**config.mk**
```make
export PLATFORM = sky130hd
export DESIGN_NAME = channel_fifo
export DESIGN_NICKNAME = d
export VERILOG_FILES = /design/src/rtl/channel_pkg.sv /design/src/rtl/channel_fifo_mem.sv /design/src/rtl/channel_fifo.sv
export SDC_FILE = /design/constraint.sdc
export NUM_CORES = 1
export LEC_CHECK = 0
export ABC_CLOCK_PERIOD_IN_PS = 4500
export CAP_MARGIN = 15
export CORE_ASPECT_RATIO = 1.25
export CORE_MARGIN = 4
export CORE_UTILIZATION = 52
export DETAILED_ROUTE_END_ITERATION = 10
export PLACE_DENSITY_LB_ADDON = 0.1
export SKIP_CTS_REPAIR_TIMING = 1
export SLEW_MARGIN = 20
export SYNTH_ARGS = -nofsm -noshare
export SYNTH_HDL_FRONTEND = slang
export SYNTH_SLANG_ARGS = --single-unit
export TNS_END_PERCENT = 100
```
**constraint.sdc**
```tcl
create_clock -name clk -period 4.5 [get_ports clk]
set_input_delay 0.45 -clock clk [delete_from_list [all_inputs] [get_ports clk]]
set_output_delay 0.45 -clock clk [all_outputs]
set_load 0.01 [all_outputs]
```
**src/rtl/channel_pkg.sv**
```systemverilog
// Width helpers shared by the channel FIFO and its storage array.
package channel_pkg;

  function automatic int PtrW(input int depth);
    return $clog2(depth);
  endfunction

  // One extra bit so a full FIFO (count == depth) is representable.
  function automatic int CntW(input int depth);
    return $clog2(depth) + 1;
  endfunction

endpackage

```
**src/rtl/channel_fifo_mem.sv**
```systemverilog
// Depth x N register array: one synchronous write port, one asynchronous read port.
module channel_fifo_mem #(
  parameter int N     = 8,
  parameter int DEPTH = 4,
  parameter int AW    = 2
) (
  input  logic          clk,
  input  logic          we_i,
  input  logic [AW-1:0] waddr_i,
  input  logic [N-1:0]  wdata_i,
  input  logic [AW-1:0] raddr_i,
  output logic [N-1:0]  rdata_o
);

  // Storage is deliberately not reset; occupancy tracking makes stale entries unobservable.
  logic [DEPTH-1:0][N-1:0] mem_q;

  always_ff @(posedge clk) begin
    if (we_i) mem_q[waddr_i] <= wdata_i;
  end

  assign rdata_o = mem_q[raddr_i];

endmodule

```
**src/rtl/channel_fifo.sv**
```systemverilog
// Elastic valid/ack channel buffer; in_a_o depends only on registered count (no out_a_i -> in_a_o path).
// Optional peak-occupancy output hwm_o when CHANNEL_FIFO_HWM_EN is defined.
module channel_fifo
  import channel_pkg::*;
#(
  parameter int N     = 8,
  parameter int DEPTH = 4
) (
  input  logic                     clk,
  input  logic                     reset,
  input  logic [N-1:0]             in_d_i,
  input  logic                     in_v_i,
  output logic                     in_a_o,
  output logic [N-1:0]             out_d_o,
  output logic                     out_v_o,
  input  logic                     out_a_i
`ifdef CHANNEL_FIFO_HWM_EN
  ,
  output logic [CntW(DEPTH)-1:0]   hwm_o
`endif
);

  localparam int PW = PtrW(DEPTH);
  localparam int CW = CntW(DEPTH);

  typedef logic [PW-1:0] ptr_t;
  typedef logic [CW-1:0] cnt_t;

  localparam cnt_t FULL_C = cnt_t'(DEPTH);

  if ((DEPTH < 2) || ((DEPTH & (DEPTH - 1)) != 0)) begin : g_bad_depth
    $error("channel_fifo: DEPTH must be a power of 2 and >= 2");
  end

  ptr_t   wr_ptr_q, wr_ptr_d;
  ptr_t   rd_ptr_q, rd_ptr_d;
  cnt_t   cnt_q, cnt_d;
  logic   push, pop;
  logic [N-1:0] rdata;

  assign in_a_o  = (cnt_q != FULL_C);
  assign out_v_o = (cnt_q != '0);
  assign push    = in_v_i & in_a_o;
  assign pop     = out_v_o & out_a_i;

  always_comb begin
    wr_ptr_d = wr_ptr_q;
    rd_ptr_d = rd_ptr_q;
    cnt_d    = cnt_q;
    if (push) wr_ptr_d = wr_ptr_q + ptr_t'(1);
    if (pop)  rd_ptr_d = rd_ptr_q + ptr_t'(1);
    if (push && !pop)      cnt_d = cnt_q + cnt_t'(1);
    else if (pop && !push) cnt_d = cnt_q - cnt_t'(1);
  end

  always_ff @(posedge clk or negedge reset) begin
    if (!reset) begin
      wr_ptr_q <= '0;
      rd_ptr_q <= '0;
      cnt_q    <= '0;
    end else begin
      wr_ptr_q <= wr_ptr_d;
      rd_ptr_q <= rd_ptr_d;
      cnt_q    <= cnt_d;
    end
  end

  channel_fifo_mem #(
    .N     (N),
    .DEPTH (DEPTH),
    .AW    (PW)
  ) u_mem (
    .clk     (clk),
    .we_i    (push),
    .waddr_i (wr_ptr_q),
    .wdata_i (in_d_i),
    .raddr_i (rd_ptr_q),
    .rdata_o (rdata)
  );

  // Masked while empty so the output is a clean zero out of reset.
  assign out_d_o = out_v_o ? rdata : '0;

`ifdef CHANNEL_FIFO_HWM_EN
  cnt_t hwm_q, hwm_d;

  assign hwm_d = (cnt_d > hwm_q) ? cnt_d : hwm_q;

  always_ff @(posedge clk or negedge reset) begin
    if (!reset) hwm_q <= '0;
    else        hwm_q <= hwm_d;
  end

  assign hwm_o = hwm_q;
`endif

endmodule

```
# After elaboration in Yosys (flattened, before gate mapping)
# Index checks and enable logic that the tools add are counted.
# W data, S select, Z words.
[classes]
n_bitwise = 2
eq_ne = 1
add_sub_neg = 4
n_reduce_logical = 7
n_mux = 8
n_lt_le_gt_ge = 3
[op_table]
columns = ["cell", "count"]
rows = [
  ["$bwmux W32", 1],
  ["$mux W8", 3],
  ["$bmux W8 S2", 1],
  ["$demux W8 S2", 1],
  ["$lt A2 B3 Y1 const B", 2],
  ["$mux W3", 2],
  ["$add A2 B1 Y2 const B", 2],
  ["$add A3 B1 Y3 const B", 1],
  ["$logic_and A1 B1 Y1", 3],
  ["$ne A3 B3 Y1 const B", 1],
  ["$reduce_bool A3 Y1", 1],
  ["$sub A3 B1 Y3 const B", 1],
  ["$and A1 B1 Y1", 2],
  ["$ge A2 B1 Y1 const B", 1],
  ["$logic_not A1 Y1", 2],
  ["$reduce_bool A2 Y1", 1],
]
[word_totals]
register_bits = 39

# Logic depth before layout (Yosys ltp)
[logic_depth]
ltp_word = 6
mapped_depth = 8
depth_no_buf = 8

# By module
# From an unflattened synthesis, not the netlist that was laid out.
[unflattened]
cells_unflattened = 80
hier_area_um2 = 1580.3
[modules_own_cells]
columns = ["module", "n_inst", "seq_area_each_um2", "area_per_inst_um2", "cells_per_inst"]
rows = [
  ["channel_fifo_mem", 1, 960.9, 1188.6, 46],
  ["channel_fifo", 1, 175.2, 391.6, 34],
]

# Least setup slack after synthesis
# No wires, ideal clock.
[synth_path]
path_kind = "register to register"
startpoint = "reg cnt_q[2]"
endpoint = "reg cnt_q[2]"
period_less_slack_ns = 1.962
setup_slack_ns = 2.538
stages_incl_launch_ff = 9
arrival_time_ns = 1.883
n_path_buf = 0
required_time_ns = 4.421
path_cell_list = "dfrtp_1 > or3_4 > nand2_1 > ha_1 > inv_1 > fa_1 > xor2_1 > nor2_1 > xor2_1"
[synth_via]
elab_chain_len = 5
word_cells_on_any_way = 13
[synth_lines]
columns = ["element", "line", "rtl"]
rows = [
  ["from (decl)", "channel_fifo.sv:37", "cnt_t cnt_q, cnt_d;"],
  ["from (signal assigned)", "channel_fifo.sv:64", "cnt_q <= cnt_d;"],
  ["branches (longest 5 deep; another with $sub A3 B1 Y3)", "--", ""],
]
# Parallel ways; which one is timed is not known. The select of a mux whose other input is x is not followed.
# A chain may end at the register's enable or synchronous reset.

# Final worst setup path
[layout_path]
startpoint = "reg rd_ptr_q[0]"
endpoint = "out out_d_o[2]"
[layout_via]
elab_chain_len = 3
[layout_lines]
columns = ["element", "line", "rtl"]
rows = [
  ["from (decl)", "channel_fifo.sv:36", "ptr_t rd_ptr_q, rd_ptr_d;"],
  ["from (signal assigned)", "channel_fifo.sv:63", "rd_ptr_q <= rd_ptr_d;"],
  ["$bmux W8 S2", "channel_fifo_mem.sv:22", "assign rdata_o = mem_q[raddr_i];"],
  ["$mux W8 (not written as such)", "channel_fifo_mem.sv:22", ""],
  ["$mux W8", "channel_fifo.sv:82", "assign out_d_o = out_v_o ? rdata : '0;"],
  ["to (decl)", "channel_fifo.sv:14", "output logic [N-1:0] out_d_o,"],
]
# No other way between the ends. The select of a mux whose other input is x is not followed.

==> summary.txt <==
Timing
  – Slew Limit Fails: 0
  – Setup violators final: 0
  – Max Freq: 0.366 GHz
  – Fin Setup TNS: 0 ps
  – Tmin final: 2730 ps
  – Clock skew: 12.9 ps
  – Worst slew margin: 0.592
  – Setup repair after global routing missed its margin: no
  – Period utilisation layout: 0.607
  – Hold_ws: 379 ps
  – Hold Violations, Final: 0
  – Slew @ Worst Pin: 612 ps

Detailed routing
  – Residual DRC: 0
  – WL final: 2450 µm
  – Initial DRC count: 37
  – First-pass detailed-route iteration total: 3
  – Final antenna-violating net count: 0
  – Vias per cell: 5.25
  – Via count: 777
  – WL/cell: 16.6 µm

Power and ir drop
  – Max VDD drop: 0.415 mV
  – Sequential power share: 0.471
  – NetSw: 0.363 mW
  – Clock share of power: 0.146
  – Sw frac: 0.299
  – Pwr Density: 630 nW/µm²
  – LEAKAGE: 0.677 nW
  – Int Pwr: 0.849 mW
  – Combinational share of power: 0.383

Yosys
  – Synth Instances: 86
  – Synth Area per Inst: 19.0 µm²
  – Compound-Gate Fraction of Synth Area: 0.00689
  – Mapped cell area: 1640 µm²
  – Post-synthesis sequential area ratio: 0.695
  – Synth warn: 0
  – Combinational family with the most area after synthesis: multiplexers
  – Synth Area in Adders: 0.0505
  – Post-synthesis mux area share: 0.124
  – Netlist cell types: 17
  – Post-Synth Simple-Gate Area: 0.0681
  – Synth Register Bits: 39
  – Synth area leaders: edfxtp_1, mux4_2, dfrtp_1
  – Yosys top cell area share: 0.588
  – Post-Syn Nets: 104
  – Synth Area in XOR/XNOR: 0.0321
  – Cell taking the most area after synthesis: edfxtp_1

Global route
  – Initial antenna violation count: 0
  – Global-route wire length before repair: 4030 µm
  – Number of global-route vias before repair: 833
  – Largest net degree at the start of global routing: 13
  – GRT Total Usage: 0.139
  – Final global-route overflow total: 0

Final layout
  – Ant diodes: 0
  – Fillers: 220
  – Fin nets: 129
  – Area Overhead vs Synth: 17.6%
  – Commonest non-fill, non-tap cells in the layout: edfxtp_1, clkdlybuf4s50_1, and2_1
  – Final design utilization: 0.647
  – Non-filler cells, final: 148
  – Commonest non-fill, non-tap cell in the layout: edfxtp_1
  – Share of cells above drive strength 1: 0.179

Critical path
  – Slowest Stage Delay on Critical Path: 750 ps
  – R2R setup slack: 2330 ps
  – Worst path cell trace: mux4_2, and2_1, clkdlybuf4s50_1
  – Critical Path Fanout Max: 10
  – CP bufs+invs: 1
  – WS Path Type: flip-flop to output port
  – Crit. End Element: output port
  – CP Data Required Time: 4050 ps
  – Worst reg2reg path depth: 8
  – Critical path's slowest cell: dfrtp_1
  – Setup crit start: rd_ptr_q[0]
  – FF-to-FF End: cnt_q[2]
  – Startpoint Class: flip-flop
  – Top delay family on crit path: flip-flops
  – Worst Path Arrival: 2280 ps
  – RR Startpoint: cnt_q[0]

Floorplan
  – Placeable Area: 2970 µm²
  – Initial Utilization: 0.550
  – Die area: 4110 µm²
  – Die height: 70.7 µm
  – Rows: 22
  – Die Width: 58.2 µm
  – Top Ports: 22

Clock tree
  – Max clock buf depth: 2
  – CTS Sinks: 39
  – Clk Latency, worst-skew pair: 340 ps
  – Num CTS Buffers: 5
  – CTS H-tree depth: 2
  – Root Driver: clkbuf_4
  – CTS tree: yes
  – Reg clk slew, reported paths: 100 ps

Placement
  – Placed cells: 140
  – I/O Buffers: 21
  – Routability cong.: 0.697
  – Detailed Place HPWL: 1690 µm

Min path
  – Worst hold path class: input port to async pin

Flow run
  – Total of max-cap violations: 0

Status
  – Status: completed
[cell usage after synthesis]
cell      number
a21boi_2       1
and2_1        12
buf_6          2
clkbuf_2       1
dfrtp_1        7
edfxtp_1      32
fa_1           1
ha_1           5
inv_1          3
mux2_2         2
mux4_2         8
nand2_1        2
nand3_2        1
nor2_1         2
or3_4          1
xnor2_1        4
xor2_1         2
[state kept, by name, indices dropped and copies added (netlist names)]
register,count
cnt_q,3
rd_ptr_q,2
wr_ptr_q,2
u_mem.mem_q,32
[per-layer routing]
| metal | routed length [µm] | track usage |
|---|---|---|
| met4 | 58 | 0.0696 |
| met2 | 1270 | 0.221 |
| met3 | 102 | 0.0602 |
| met5 | 0 | 0 |
| met1 | 1020 | 0.159 |
[power groups by stage]
stage | Clock, mW | Sequential, mW | Combinational, mW
floorplan | 0 | 0.529 | 0.342
global placement | 0 | 0.578 | 0.464
detailed placement | 0 | 0.583 | 0.474
CTS | 0.186 | 0.574 | 0.477
global route | 0.202 | 0.588 | 0.508
finish | 0.177 | 0.571 | 0.465
[metrics by stage]
| step | cell area, µm² | setup slack (ps) | power (mW) |
|---|---|---|---|
| finish | 1920 | 1770 | 1.21 |
| global route | 1920 | 1580 | 1.30 |
| CTS | 1920 | 1710 | 1.24 |
| detailed placement | 1860 | 2090 | 1.06 |
| global placement | 1860 | 2100 | 1.04 |
| floorplan | 1640 | 2540 | 0.871 |
[layout make-up]
class,count,area [µm²],share of cell area
timing repair buffer,21,210,0.109
clock inverter,1,5.00,0.00260
inverter,3,11.3,0.00586
sequential,39,1140,0.591
tap,36,45.0,0.0234
multi-input combinational,41,460,0.239
clock buffer,7,55.1,0.0286
[how the worst max path moves through the flow]
stage / end / slack, ps / cells after the start
global placement: out_d_o[0] / 2100 / 3
CTS: out_d_o[2] / 1710 / 3
floorplan: cnt_q[2] / 2540 / 8
detailed placement: out_d_o[2] / 2090 / 3
finish: out_d_o[2] / 1770 / 3
global route: out_d_o[6] / 1580 / 3
[cells by family after synthesis]
group,Yosys count
adders and majority gates,6
muxes,10
and+or+nand+nor,18
AOI/OAI and AO/OA,1
buffers and inverters,6
DFF,39
xor gates and xnor gates,6
No activity file was read; power rests on OpenSTA's default activity.
